File: src/rtl/imem_pkg.sv
// Shared types and default geometry for the synchronous instruction memory.
package imem_pkg;

    typedef enum logic {
        ST_CLEAR = 1'b0,
        ST_IDLE  = 1'b1
    } state_t;

    localparam int IMEM_ADDR_W = 6;
    localparam int IMEM_DATA_W = 32;

endpackage

File: src/rtl/imem_ram.sv
// Word-organised storage: one byte-enabled write port, one registered read-first read port.
module imem_ram #(
    parameter int ADDR_W = 6,
    parameter int DATA_W = 32,
    parameter int NBE    = DATA_W / 8
) (
    input  logic              clk,
    input  logic              reset,
    input  logic              we,
    input  logic [ADDR_W-1:0] waddr,
    input  logic [NBE-1:0]    be,
    input  logic [DATA_W-1:0] wdata,
    input  logic              re,
    input  logic [ADDR_W-1:0] raddr,
    output logic [DATA_W-1:0] rdata
);

    localparam int DEPTH = 2 ** ADDR_W;

    logic [DATA_W-1:0] mem [DEPTH];

    // The array itself is never reset; the clear engine in the top zeroes it.
    always_ff @(posedge clk) begin
        for (int i = 0; i < NBE; i++) begin
            if (we && be[i]) begin
                mem[waddr][8*i +: 8] <= wdata[8*i +: 8];
            end
        end
    end

    // Only the output register is reset, so rd_data starts at zero.
    always_ff @(posedge clk or posedge reset) begin
        if (reset) begin
            rdata <= '0;
        end else if (re) begin
            rdata <= mem[raddr];
        end
    end

endmodule

File: src/rtl/imem_sync.sv
// Synchronous instruction memory: registered read port, byte-enabled load port
// and a clear engine that zeroes the array after reset or on a clr pulse.
module imem_sync
    import imem_pkg::*;
#(
    parameter int ADDR_W = IMEM_ADDR_W,
    parameter int DATA_W = IMEM_DATA_W,
    parameter int NBE    = DATA_W / 8
) (
    input  logic              clk,
    input  logic              reset,
    input  logic              clr,
    output logic              busy,
    input  logic              rd_req,
    input  logic [ADDR_W-1:0] rd_addr,
    output logic              rd_ready,
    output logic              rd_valid,
    output logic [DATA_W-1:0] rd_data,
    input  logic              ld_we,
    input  logic [ADDR_W-1:0] ld_addr,
    input  logic [NBE-1:0]    ld_be,
    input  logic [DATA_W-1:0] ld_data,
    output logic              ld_drop
);

    localparam int DEPTH = 2 ** ADDR_W;
    localparam logic [ADDR_W:0] PTR_END = (ADDR_W + 1)'(DEPTH);

    state_t            state, state_nxt;
    logic [ADDR_W:0]   ptr, ptr_nxt, ptr_inc;
    logic              ld_ok;
    logic              ram_we;
    logic [ADDR_W-1:0] ram_addr;
    logic [NBE-1:0]    ram_be;
    logic [DATA_W-1:0] ram_wdata;

    assign busy     = (state == ST_CLEAR);
    assign rd_ready = ~busy;
    assign ptr_inc  = ptr + {{ADDR_W{1'b0}}, 1'b1};
    // A clr in the same cycle outranks a load, which is then reported as dropped.
    assign ld_ok    = ld_we & ~busy & ~clr;

    always_comb begin
        state_nxt = state;
        ptr_nxt   = ptr;
        case (state)
            ST_CLEAR: begin
                if (clr) begin
                    ptr_nxt = '0;
                end else if (ptr_inc == PTR_END) begin
                    state_nxt = ST_IDLE;
                    ptr_nxt   = '0;
                end else begin
                    ptr_nxt = ptr_inc;
                end
            end
            ST_IDLE: begin
                if (clr) begin
                    state_nxt = ST_CLEAR;
                    ptr_nxt   = '0;
                end
            end
            default: begin
                state_nxt = ST_CLEAR;
                ptr_nxt   = '0;
            end
        endcase
    end

    always_comb begin
        ram_we    = ld_ok;
        ram_addr  = ld_addr;
        ram_be    = ld_be;
        ram_wdata = ld_data;
        if (busy) begin
            ram_we    = 1'b1;
            ram_addr  = ptr[ADDR_W-1:0];
            ram_be    = '1;
            ram_wdata = '0;
        end
    end

    always_ff @(posedge clk or posedge reset) begin
        if (reset) begin
            state    <= ST_CLEAR;
            ptr      <= '0;
            rd_valid <= 1'b0;
            ld_drop  <= 1'b0;
        end else begin
            state    <= state_nxt;
            ptr      <= ptr_nxt;
            rd_valid <= rd_req & ~busy;
            ld_drop  <= ld_we & (busy | clr);
        end
    end

    imem_ram #(
        .ADDR_W (ADDR_W),
        .DATA_W (DATA_W),
        .NBE    (NBE)
    ) u_ram (
        .clk   (clk),
        .reset (reset),
        .we    (ram_we),
        .waddr (ram_addr),
        .be    (ram_be),
        .wdata (ram_wdata),
        .re    (rd_req & ~busy),
        .raddr (rd_addr),
        .rdata (rd_data)
    );

endmodule

File: config.mk
export PLATFORM = sky130hd
export DESIGN_NAME = imem_sync
export DESIGN_NICKNAME = d
export VERILOG_FILES = /design/src/rtl/imem_pkg.sv /design/src/rtl/imem_ram.sv /design/src/rtl/imem_sync.sv
export SDC_FILE = /design/constraint.sdc
export NUM_CORES = 2
export LEC_CHECK = 0
export ABC_AREA = 1
export CAP_MARGIN = 20
export CELL_PAD_IN_SITES_DETAIL_PLACEMENT = 2
export CELL_PAD_IN_SITES_GLOBAL_PLACEMENT = 2
export CORE_MARGIN = 5
export CORE_UTILIZATION = 44
export CTS_CLUSTER_SIZE = 10
export DETAILED_ROUTE_END_ITERATION = 6
export PLACE_DENSITY_LB_ADDON = 0.25
export SYNTH_ARGS = -nofsm -noshare
export SYNTH_HDL_FRONTEND = slang
export SYNTH_HIERARCHICAL = 1
export SYNTH_SLANG_ARGS = --single-unit
File: constraint.sdc
create_clock -name clk -period 3.57 [get_ports clk]
set_clock_uncertainty 0.2 [all_clocks]
set_input_delay 0.714 -clock clk [delete_from_list [all_inputs] [get_ports clk]]
set_output_delay 0.714 -clock clk [all_outputs]
set_load 0.01 [all_outputs]
### Word level (Yosys, flattened, before mapping)

Memory sizes are Yosys's and may differ from the RTL's. A register that Yosys moved wholly into a read port is not among the register bits.
Cells that the tools add are included.
Widths: inputs -> output; s select.

* input bits: 53
* memories: 1
* register bits after elaboration: 10
* output and inout port bits: 36
* bits in writable memories: 2048
* word-level logic and storage cells: 39

Memories
* u_ram.mem: depth 64, width 32, rd ports 1, clocked after Yosys merged registers in 1, write ports 1, line imem_ram.sv:20 `logic [DATA_W-1:0] mem [DEPTH];`

* reductions and logical operators: 4
* $add $sub $neg: 1
* equality and inequality tests: 2
* muxes and demuxes: 20
* bitwise gates (word level): 7

Operators by type and width (count)
* $mux 32: 1
* $mux 7: 3
* $pmux 7 s2: 1
* $mux 1: 12
* $add 7x1->7 const B: 1
* $eq 7x7->1 const B: 1
* $mux 6: 1
* $and 1x1->1: 4
* $logic_and 1x1->1: 4
* $mux 4: 1
* $ne 2x2->1 const B: 1
* $not 1->1: 2
* $pmux 1 s2: 1
* $or 1x1->1: 1

### Logic depth before layout (Yosys ltp)

* word-level depth: 6
* depth in mapped cells: 13
* depth with buffers taken out: 9

### By module

Netlist, hierarchy kept.

Modules (own cells, without submodules)
* imem_ram: seq. area each 62299.8 µm², cells each 7038, instances 1, area an instance 84059.4 µm²
* imem_sync: seq. area each 250.2 µm², cells each 156, instances 1, area an instance 882.1 µm²

### Worst setup path after synthesis

Ideal clock, no wire load.

* kind: register to register
* start: register state, in the netlist rd_ready
* end: memory u_ram.mem[56][0] (enable)
* path slack: 0.667 ns
* data required time: 3.000 ns
* arrival time: 2.332 ns
* setup time: 0.370 ns
* buffers on the path: 2
* period minus slack after synthesis: 2.903 ns
* stages on the path, launching flop included: 9
* path through: dfrtp_1 > clkbuf_1 > buf_2 > nand2_1 > o21ai_0 > inv_1 > nor3_1 > nand2_1 > nor2_1

* elaborated cells on any way between the ends: 8
* those cells by class: 5 x mux; 2 x bitwise; 1 x reduce/logical

RTL lines
* start: declaration: line imem_sync.sv:29 `state_t state, state_nxt;`
* start signal: assignment: line imem_sync.sv:90 `state <= state_nxt;`
* $mux 6: line imem_sync.sv:75 `if (busy) begin`
* net ram_addr[5]: line imem_sync.sv:33 `logic [ADDR_W-1:0] ram_addr;`
* end: declaration: line imem_ram.sv:20

The timed path passes the listed nets, and every way through them passes these cells.

### Worst setup path in the final report

* start: register state, in the netlist rd_ready
* end: memory u_ram.mem[59][18] (enable)

Same word-level chain as after synthesis.

==> reports/qor.yml <==
status: "finished with violations"
violations: "negative setup slack"
die_y_um: 449.4
multi_input_area_sq_mm: 0.01976
finalPower_uw: 52380
clk_pin_slew_worst_paths_ns: 0.06
seqCellArea_sq_mm: 0.06255
io_pins: 89
wl_per_cell_um: 34.69
dp_hpwl_um: 219100
cts_tree: "yes"
avgSynthCellArea_sq_um: 11.81
top_layer: "met5"
required_ns: 3.93
end_kind: "register"
crit_path_start: "rd_ready"
post-route-min-period_ns: 3.578
die_w_um: 449.4
start_util_pct: 44.15
yosys.area.top_type_share_pct: 72.40
critPathArrivalTime_ns: 3.94
via_per_inst: 6.295
worstPathCellList: "buf_4 -> nand2_1 -> o21ai_1 -> inv_1 -> nor3_1 -> buf_4 -> nand2_1 -> nor2_1 -> buf_4"
syn_nets: 7248
ys_types: 27
wirelength_um: 356400
finalCritPeriodShare_pct: 100.2
critical_path.slowest_cell: "dfrtp_2"
rsz0062_at_grt: "no"
powerDensity_mw_per_mm2: 529.3
cts_setup_buffers: 0
cp_max_fo: 27
htree_num_levels: 4
ys_seq_area_share_pct: 73.64
syn-cell-area_sq_mm: 0.08494
slew_viol_final: 0
grt_pass1_vias: 70210
core_area_sq_mm: 0.1924
cts-root-buf: "clkbuf_16"
antenna_found_initial: 11
synthCells: 7194
r2r-end: "u_ram/mem[59][18]"
drt-met1-wl_um: 133800
numCtsBuffers: 234
met3_length_um: 27620
setup_tns_ns: -0.01603
vias: 64680
drt_pass1_iterations: 6
max_freq_mhz: 279.5
fill_cells: 18350
grt_first_pass_wirelength_um: 512200
r2r_slack_ns: -0.008
num_rows: 161
cts_sinks: 2090
setup_ws_ns: -0.008456
cts_hold_buf: 0
cpMostUsedCell: "buf_4"
crit_type: "register to register"
place_congestion: 0.8615
finalSetupViolCount: 2
yosysTopAreaCell: "edfxtp_1"
fp.dieArea_sq_mm: 0.2019
first_iter_violations: 8048
clock_path_buffers: 3
netlist_top_cells_area: "edfxtp_1 (72%), nand3_1 (12%), nand2_1 (9.9%), buf_2 (1.6%), dfrtp_1 (1.2%)"
nets: 7669
clk_latency_ns: 0.88
syn_to_final_growth_pct: 16.51
cp-start-kind: "register"
met2WireLength_um: 173500
power.leakage_uw: 0.03733
ys_ff_latch: 2090
postRouteAntennaNets: 0
grt_use_total_pct: 34.57
drc: 0
hold_viol: 0
max_stage_delay_ns: 0.42
synth-warning-count: 6
grt_max_degree: 116
tightestPinTransition_ns: 0.8918
grt-ovfl-total: 0
timing.rr.start: "rd_ready"
drive_gt1_share_pct: 11.57
slew_headroom_pct: 40.55
ir_worst_vdd_v: 0.0004693
port_buffers: 88
r2r_cells: 9
hp-class: "input pin to asynchronous set/reset pin"
maxCapViolations: 0
[synthesized netlist by cell type]
library cell,instances
nand3_1,2019
buf_4,35
o21ai_0,9
a21oi_2,1
buf_1,40
o21a_1,1
nor3_1,16
a21oi_1,1
o21ai_1,1
nand4_1,3
dfrtp_1,42
nand2_2,1
buf_2,268
inv_2,6
edfxtp_1,2048
nand2_1,2239
ha_1,1
or2_2,4
o22ai_1,3
inv_4,1
nor2_1,261
nand3_2,1
inv_1,53
buf_6,19
nor2_2,1
clkbuf_1,119
nor2_4,1
[cell families after synthesis]
family,share of synthesized area (%)
fa+ha+maj,0.01473
flops,73.64
buf+inv,3.111
compound gates,0.1060
simple gates,23.13
[timing repair]
action / CTS / global route
setup endpoints to repair: 73 / 54
cloned: 0 / 0
resized for setup: 1 / 1
[critical path, delay by kind of cell (launching register included)]
| family | cells | cell delay (ns) |
|---|---|---|
| simple gates | 4 | 1.19 |
| flops | 1 | 0.42 |
| compound gates | 1 | 0.36 |
| buf+inv | 4 | 1.08 |
[sequential cells by signal (all words and copies together), names as in the netlist]
name	flops
ld_drop	1
ptr	7
rd_ready	1
rd_valid	1
u_ram/mem	2048
u_ram/rdata	32
[stage by stage]
step	util, %	hold WS [ns]	std cells	area, sq um	setup WS [ns]
final	51.44	0.1582	10270	98970	-0.008456
after global routing	51.44	0.1632	10270	98960	0.01906
after CTS	51.44	0.1060	10270	98950	0.07585
after detailed placement	47.99	0.2783	9905	92320	-0.2787
after global placement	47.99	0.2625	9905	92320	-0.1508
after floorplan	-	0.2708	7194	84940	0.6673
[worst max path at each step]
| stage | endpoint | slack, ns | cells after the start |
|---|---|---|---|
| floorplan | u_ram/mem[56][0] | 0.67 | 8 |
| global placement | u_ram/mem[27][27] | -0.15 | 9 |
| detailed placement | u_ram/mem[27][24] | -0.28 | 9 |
| CTS | u_ram/mem[27][31] | 0.08 | 8 |
| global route | u_ram/mem[50][28] | 0.02 | 9 |
| finish | u_ram/mem[59][18] | -0.008 | 9 |
[area by class of cell]
cell class,count,share of cell area (%)
flip-flops and latches,2090,63.20
diodes,5,0.01264
clock inverters,18,0.1353
inverters,60,0.2642
clock buffers,346,6.564
well taps,2526,3.194
repair buffers,666,6.661
multi-input cells,4563,19.97
[report_power, final]
part           internal [uW]  switching (uW)
Combinational            873            2330
Clock                  12300           10000
Sequential             26700            83.9
Total                  39900           12400
[per-layer routing]
layer | up-vias | track usage, %
met2 | 3670 | 57.44
met3 | 966 | 5.547
met5 | - | 0
met4 | 4 | 18.03
met1 | 33750 | 43.94
li1 | 26280 | -
[placed cells by master (no fill, tap or decap), types with 39 or more instances in the layout]
cell type	netlist	layout
inv_2	6	39
clkdlybuf4s50_1	0	82
clkbuf_16	0	242
nand3_1	2019	2019
clkbuf_1	119	99
nand2_1	2239	2235
dfrtp_1	42	41
nor2_1	261	261
edfxtp_1	2048	2048
buf_4	35	470
buf_12	0	109
(Power assumes the default switching activity.)
